### src/rtl/enc_pkg.sv
// Shared types and constants for the matrix-encoder sequencing controller.
// The enc_decode helper maps a state onto the set of datapath controls it drives.
package enc_pkg;

  localparam int unsigned LINE_W  = 25;
  localparam int unsigned LINES   = 64;
  localparam int unsigned CNT_W   = 6;
  localparam int unsigned ROUND_W = 4;

  typedef enum logic [2:0] {
    IDLE,
    CLEAR,
    LOAD,
    PERM,
    WRITE,
    DONE
  } enc_state_t;

  typedef struct packed {
    logic busy;
    logic in_ready;
    logic read_en;
    logic mux_en;
    logic permute_en;
    logic perm_reg_en;
    logic reg_rst;
    logic out_valid;
    logic write_en;
    logic done;
  } enc_ctrl_t;

  function automatic enc_ctrl_t enc_decode(input enc_state_t s);
    enc_ctrl_t c;
    c      = '0;
    c.busy = (s != IDLE);
    case (s)
      CLEAR: c.reg_rst = 1'b1;
      LOAD: begin
        c.in_ready = 1'b1;
        c.read_en  = 1'b1;
      end
      PERM: begin
        c.mux_en      = 1'b1;
        c.permute_en  = 1'b1;
        c.perm_reg_en = 1'b1;
      end
      WRITE: begin
        c.out_valid = 1'b1;
        c.write_en  = 1'b1;
      end
      DONE:    c.done = 1'b1;
      default: ;
    endcase
    return c;
  endfunction

endpackage

### src/rtl/enc_round_counter.sv
// Permutation-pass counter: clears outside PERM, counts each PERM cycle and
// flags the final pass (count == ROUNDS-1).
module enc_round_counter
  import enc_pkg::*;
#(
  parameter int unsigned ROUNDS = 1
) (
  input  logic i_clk,
  input  logic i_rst_n,
  input  logic i_clr,
  input  logic i_en,
  output logic o_term
);

  if (ROUNDS < 1 || ROUNDS > 15) begin : g_bad_rounds
    $error("enc_round_counter: ROUNDS must be within 1..15");
  end

  logic [ROUND_W-1:0] r_count;

  always_ff @(posedge i_clk or negedge i_rst_n) begin
    if (!i_rst_n) begin
      r_count <= '0;
    end else if (i_clr) begin
      r_count <= '0;
    end else if (i_en) begin
      r_count <= r_count + ROUND_W'(1);
    end
  end

  assign o_term = i_en && (r_count == ROUND_W'(ROUNDS - 1));

endmodule

### src/rtl/encoder_ctrl.sv
// Sequencing controller streaming 64 lines through the matrix-encoder datapath.
// Optional feature macro: ENC_CTRL_ABORT_EN (adds the abort input).
module encoder_ctrl
  import enc_pkg::*;
#(
  parameter int unsigned ROUNDS = 1
) (
  input  logic             clk,
  input  logic             rst,
  input  logic             start,
  input  logic             in_valid,
  output logic             in_ready,
  output logic             out_valid,
  input  logic             out_ready,
  input  logic             counter_co,
  input  logic [CNT_W-1:0] cnt_value,
  output logic             read_en,
  output logic             mux_en,
  output logic             reg_en,
  output logic             reg_rst,
  output logic             cnt_64_en,
  output logic             permute_en,
  output logic             write_en,
  output logic             busy,
  output logic             done
`ifdef ENC_CTRL_ABORT_EN
  ,
  input  logic             abort
`endif
);

  enc_state_t r_state;
  enc_state_t w_next;
  enc_ctrl_t  r_ctrl;
  logic       w_round_term;
  logic       w_last;
  logic       w_abort;
  logic       w_wr_hs;

  enc_round_counter #(
    .ROUNDS(ROUNDS)
  ) u_round (
    .i_clk  (clk),
    .i_rst_n(rst),
    .i_clr  (r_state != PERM),
    .i_en   (r_state == PERM),
    .o_term (w_round_term)
  );

  assign w_last = counter_co && (cnt_value == CNT_W'(LINES - 1));

`ifdef ENC_CTRL_ABORT_EN
  assign w_abort = abort && (r_state != IDLE);
`else
  assign w_abort = 1'b0;
`endif

  always_comb begin
    w_next = r_state;
    case (r_state)
      IDLE:  if (start) w_next = CLEAR;
`ifdef ENC_CTRL_ABORT_EN
      // Counter is wound forward to 0; leaving on 63 lets the wrap pulse land on the exit edge.
      CLEAR: if ((cnt_value == '0) || w_last) w_next = LOAD;
`else
      CLEAR: w_next = LOAD;
`endif
      LOAD:  if (in_valid) w_next = PERM;
      PERM:  if (w_round_term) w_next = WRITE;
      WRITE: if (out_ready) w_next = w_last ? DONE : LOAD;
      DONE:  w_next = IDLE;
      default: w_next = IDLE;
    endcase
    if (w_abort) w_next = IDLE;
  end

  // Outputs are registered by decoding the next state alongside the state register.
  always_ff @(posedge clk or negedge rst) begin
    if (!rst) begin
      r_state <= IDLE;
      r_ctrl  <= '0;
    end else begin
      r_state <= w_next;
      r_ctrl  <= enc_decode(w_next);
    end
  end

  assign busy       = r_ctrl.busy;
  assign in_ready   = r_ctrl.in_ready;
  assign read_en    = r_ctrl.read_en;
  assign mux_en     = r_ctrl.mux_en;
  assign permute_en = r_ctrl.permute_en;
  assign out_valid  = r_ctrl.out_valid;
  assign write_en   = r_ctrl.write_en;
  assign done       = r_ctrl.done;
  assign reg_en     = r_ctrl.perm_reg_en | (r_ctrl.in_ready & in_valid);
  assign reg_rst    = r_ctrl.reg_rst | w_abort;
  assign w_wr_hs    = r_ctrl.out_valid & out_ready & ~w_abort;

`ifdef ENC_CTRL_ABORT_EN
  assign cnt_64_en = w_wr_hs | ((r_state == CLEAR) && (cnt_value != '0) && !w_abort);
`else
  assign cnt_64_en = w_wr_hs;
`endif

endmodule
### config.mk
export PLATFORM = sky130hd
export DESIGN_NAME = encoder_ctrl
export DESIGN_NICKNAME = d
export VERILOG_FILES = /design/src/rtl/enc_pkg.sv /design/src/rtl/enc_round_counter.sv /design/src/rtl/encoder_ctrl.sv
export SDC_FILE = /design/constraint.sdc
export NUM_CORES = 1
export LEC_CHECK = 0
export CAP_MARGIN = 5
export CORE_ASPECT_RATIO = 1.25
export CORE_MARGIN = 2
export CORE_UTILIZATION = 39
export CTS_CLUSTER_DIAMETER = 40
export DETAILED_ROUTE_END_ITERATION = 8
export GPL_ROUTABILITY_DRIVEN = 0
export PLACE_DENSITY = 0.74
export SYNTH_ARGS = -nofsm -noshare
export SYNTH_HDL_FRONTEND = slang
export SYNTH_HIERARCHICAL = 1
export SYNTH_SLANG_ARGS = --single-unit
export TNS_END_PERCENT = 50
### constraint.sdc
create_clock -name clk -period 1.66 [get_ports clk]
set_clock_uncertainty 0.1 [all_clocks]
set_input_delay 0.166 -clock clk [delete_from_list [all_inputs] [get_ports clk]]
set_output_delay 0.166 -clock clk [all_outputs]
set_load 0.05 [all_outputs]
==> flow_summary.yaml, run 1 <==
status:
  status: "complete, no violations"
flow_run:
  maxCapViolCount: 0
logic_synthesis:
  yosysSeqAreaShare_pct: 48.78
  ys_seq_elements: 13
  syn_area_per_cell_um2: 11.30
  yosys.cell_count.top_type: "dfrtp_1"
  synth_async_sr_flop_share_pct: 100.0
  synth_top_area_share_pct: 48.78
  synth.area.top_cells: "dfrtp_1 (49%), mux2i_1 (4.5%), ha_1 (3.8%)"
  ys_top_cells_by_count: "dfrtp_1 (13), nor2_1 (5)"
  ys_warn_count: 6
  syn_nets: 73
  synth_cell_types: 32
  synth_top_area_cell: "dfrtp_1"
  synth_flop_cell: "dfrtp_1"
  synth_area_um2: 666.9
  synth-edff-count: 0
  synthCells: 59
critical_path:
  cp.required_ns: 1.78
  path_cells: "inv_1 > ha_2 > and4bb_2 > and3_4 > or3_4 > a2bb2oi_2"
  start_kind: "flip-flop"
  worst_setup_path_end_kind: "flip-flop"
  cpMaxStageDelayCell: "dfrtp_1"
  endpoint: "in_ready$_DFF_PN0_"
  worst-setup-path-type: "reg2reg"
  r2r-start: "u_round/r_count[0]$_DFFE_PN0P_"
  reg2reg_to: "in_ready$_DFF_PN0_"
  worstPathArrival_ns: 1.73
  critical_path.max_stage_delay_ns: 0.35
  cp_max_fo: 3
  crit_start: "u_round/r_count[0]$_DFFE_PN0P_"
  ff2ff_path_depth: 6
  r2r_setup_slack_ns: 0.05
clock_tree:
  cts_tree: "built"
  clock_latency_ns: 0.28
  cts_inserted_buffers: 3
  path_clk_slew_ns: 0.08
  cts_setup_buffers: 0
  clock-sinks: 13
  ctsResizeCount: 0
  cts_htree_levels: 1
  hold_buffers: 0
  cts_root_buf: "clkbuf_4"
  ctsLongestPathBuffers: 2
floorplanning:
  std_cell_rows: 16
  die_height_um: 50.24
  initial_core_util_pct: 42.17
  ios: 23
  die_w_um: 40.99
  fp.dieArea_um2: 2059
  core_area_um2: 1582
finish:
  finalInstanceArea_um2: 968.4
  drive_above_1_share_pct: 35.23
  area_growth_pct: 45.22
  instances_no_fill: 106
  layout.nets: 103
  utilization_pct: 61.23
  nFillCells: 128
  diodes: 0
grt:
  grt_pass1_wl_um: 2263
  antenna_found_initial: 0
  grt_pass1_vias: 547
  grt_max_degree: 14
  grt_usage_pct: 16.30
  grt.overflow.total: 0
sta:
  fmax_ghz: 0.6201
  hold_violations: 0
  final.period_utilization_pct: 97.15
  period_minus_slack_ns: 1.613
  fin_tns_setup_ns: 0
  slew_violations: 0
  worst_slew_pin_slew_ns: 0.5901
  fin_ws_ns: 0.04728
  setup_viol: 0
  relSlewSlack_pct: 60.53
power_and_ir_drop:
  seqPwrFrac_pct: 24.5
  pwr-share-clk_pct: 10.8
  p_sw_w: 0.0008669
  p_int_w: 0.001012
  sw_frac_of_total_pct: 46.14
  peakVddDrop_uv: 1089
  p_comb_share_pct: 64.6
  powerDensity_nw_per_um2: 1940
  p_leak_nw: 0.4387
place:
  dpl_worst_slack_ns: 0.05320
  placed_area_um2: 934.6
  portBuffers: 22
  dp.cells: 102
  hpwl_um: 1047
drt:
  routed_wl_um: 1374
  drc: 0
  first_pass_iters: 4
  dr.first_iter.drc_count: 7
  vias: 550
  antenna_left: 0
  drt-vias-per-instance: 5.189
  wire_per_inst_um: 12.96
hold_path:
  hp-class: "in2async"
## worst min path at each step
stage,start,endpoint,slack (ns),cells after the start
after floorplan,rst,busy$_DFF_PN0_,-0.23,0
after detailed placement,r_state[1]$_DFF_PN0_,reg_rst$_DFF_PN0_,0.46,2
after CTS,rst,u_round/r_count[3]$_DFFE_PN0P_,0.18,1
after global routing,rst,busy$_DFF_PN0_,0.21,1
after global placement,r_state[0]$_DFF_PN0_,reg_rst$_DFF_PN0_,0.46,2
final,rst,busy$_DFF_PN0_,0.15,1
## worst max-delay path: cells and delay by family, from the launching register on
family / cells / cell delay [ns]
compound gates: 1 / 0.13
buf+inv: 1 / 0.05
simple gates: 3 / 0.77
fa+ha+maj: 1 / 0.16
flops: 1 / 0.35
## cell type report
| type | count | area (um2) | area share [%] |
|---|---|---|---|
| Clock buffer | 4 | 26.28 | 2.713 |
| Multi-Input combinational cell | 39 | 312.8 | 32.30 |
| Timing Repair Buffer | 29 | 270.3 | 27.91 |
| Tap cell | 18 | 22.52 | 2.326 |
| Inverter | 3 | 11.26 | 1.163 |
| Sequential cell | 13 | 325.3 | 33.59 |
## metrics by stage
step,total power (W),hold slack (ns)
floorplan,0.001282,-0.2296
global placement,0.001650,0.4559
detailed placement,0.001665,0.4575
CTS,0.001879,0.1763
global route,0.001990,0.2079
finish,0.001879,0.1503
## registers in the layout, indices dropped and copies added, names as in the netlist
| signal | flops |
|---|---|
| in_ready | 1 |
| u_round/r_count | 4 |
| reg_rst | 1 |
| done | 1 |
| out_valid | 1 |
| busy | 1 |
| mux_en | 1 |
| r_state | 3 |
## power by group through the flow
stage / logic, W / registers [W] / clock network, W
finish: 0.00121 / 0.000461 / 0.000203
global route: 0.00130 / 0.000472 / 0.000221
CTS: 0.00121 / 0.000462 / 0.000210
detailed placement: 0.00120 / 0.000468 / 0
global placement: 0.00119 / 0.000465 / 0
floorplan: 0.000639 / 0.000643 / 0
## kinds of logic after synthesis
logic type                 after synthesis  share of synthesized area (%)
adders and majority gates                2                          3.752
buffers and inverters                    7                          5.815
DFF                                     13                          48.78
xor gates and xnor gates                 1                          1.314
muxes                                    4                          6.754
AOI/OAI and AO/OA                       10                          12.76
and+or+nand+nor                         22                          20.83
## routing by layer
metal | share of wire, % | GRT usage, % | vias to the layer above
li1 | - | - | 271
met5 | 0 | 0 | -
met4 | 3.1 | 11.67 | 0
met2 | 52 | 24.74 | 20
met3 | 4.9 | 1.327 | 5
met1 | 40 | 20.34 | 254
## placed cells by master, fill, tap and decap left out, drive strengths merged
cell type,synthesis,final
and2,1,1
and4bb,1,1
nor2,6,6
clkbuf,1,4
or3,1,1
mux2,1,1
dfrtp,13,13
a32o,1,1
nor2b,1,1
o22a,1,1
inv,3,3
o21bai,2,2
nand3,1,1
a21bo,1,1
o2bb2ai,1,1
a21o,1,1
nand2,3,3
a21oi,1,1
mux2i,3,3
a2bb2oi,1,1
clkdlybuf4s50,0,11
nand4bb,1,1
xnor2,1,1
ha,2,2
o21ai,1,1
nor4b,1,1
nand4,2,2
buf,3,18
nand3b,1,1
nor3,2,2
and3,1,1
No activity file was read; power rests on OpenSTA's default activity.
==> inputs of run 2 (changes only) <==
--- a/config.mk
+++ b/config.mk
@@ -5,6 +5,7 @@
 export SDC_FILE = /design/constraint.sdc
 export NUM_CORES = 1
 export LEC_CHECK = 0
+export ABC_CLOCK_PERIOD_IN_PS = 1660
 export CAP_MARGIN = 5
 export CORE_ASPECT_RATIO = 1.25
 export CORE_MARGIN = 2
==> results of run 2 <==
Final layout, timing and power as in run 1 (identical DEF).
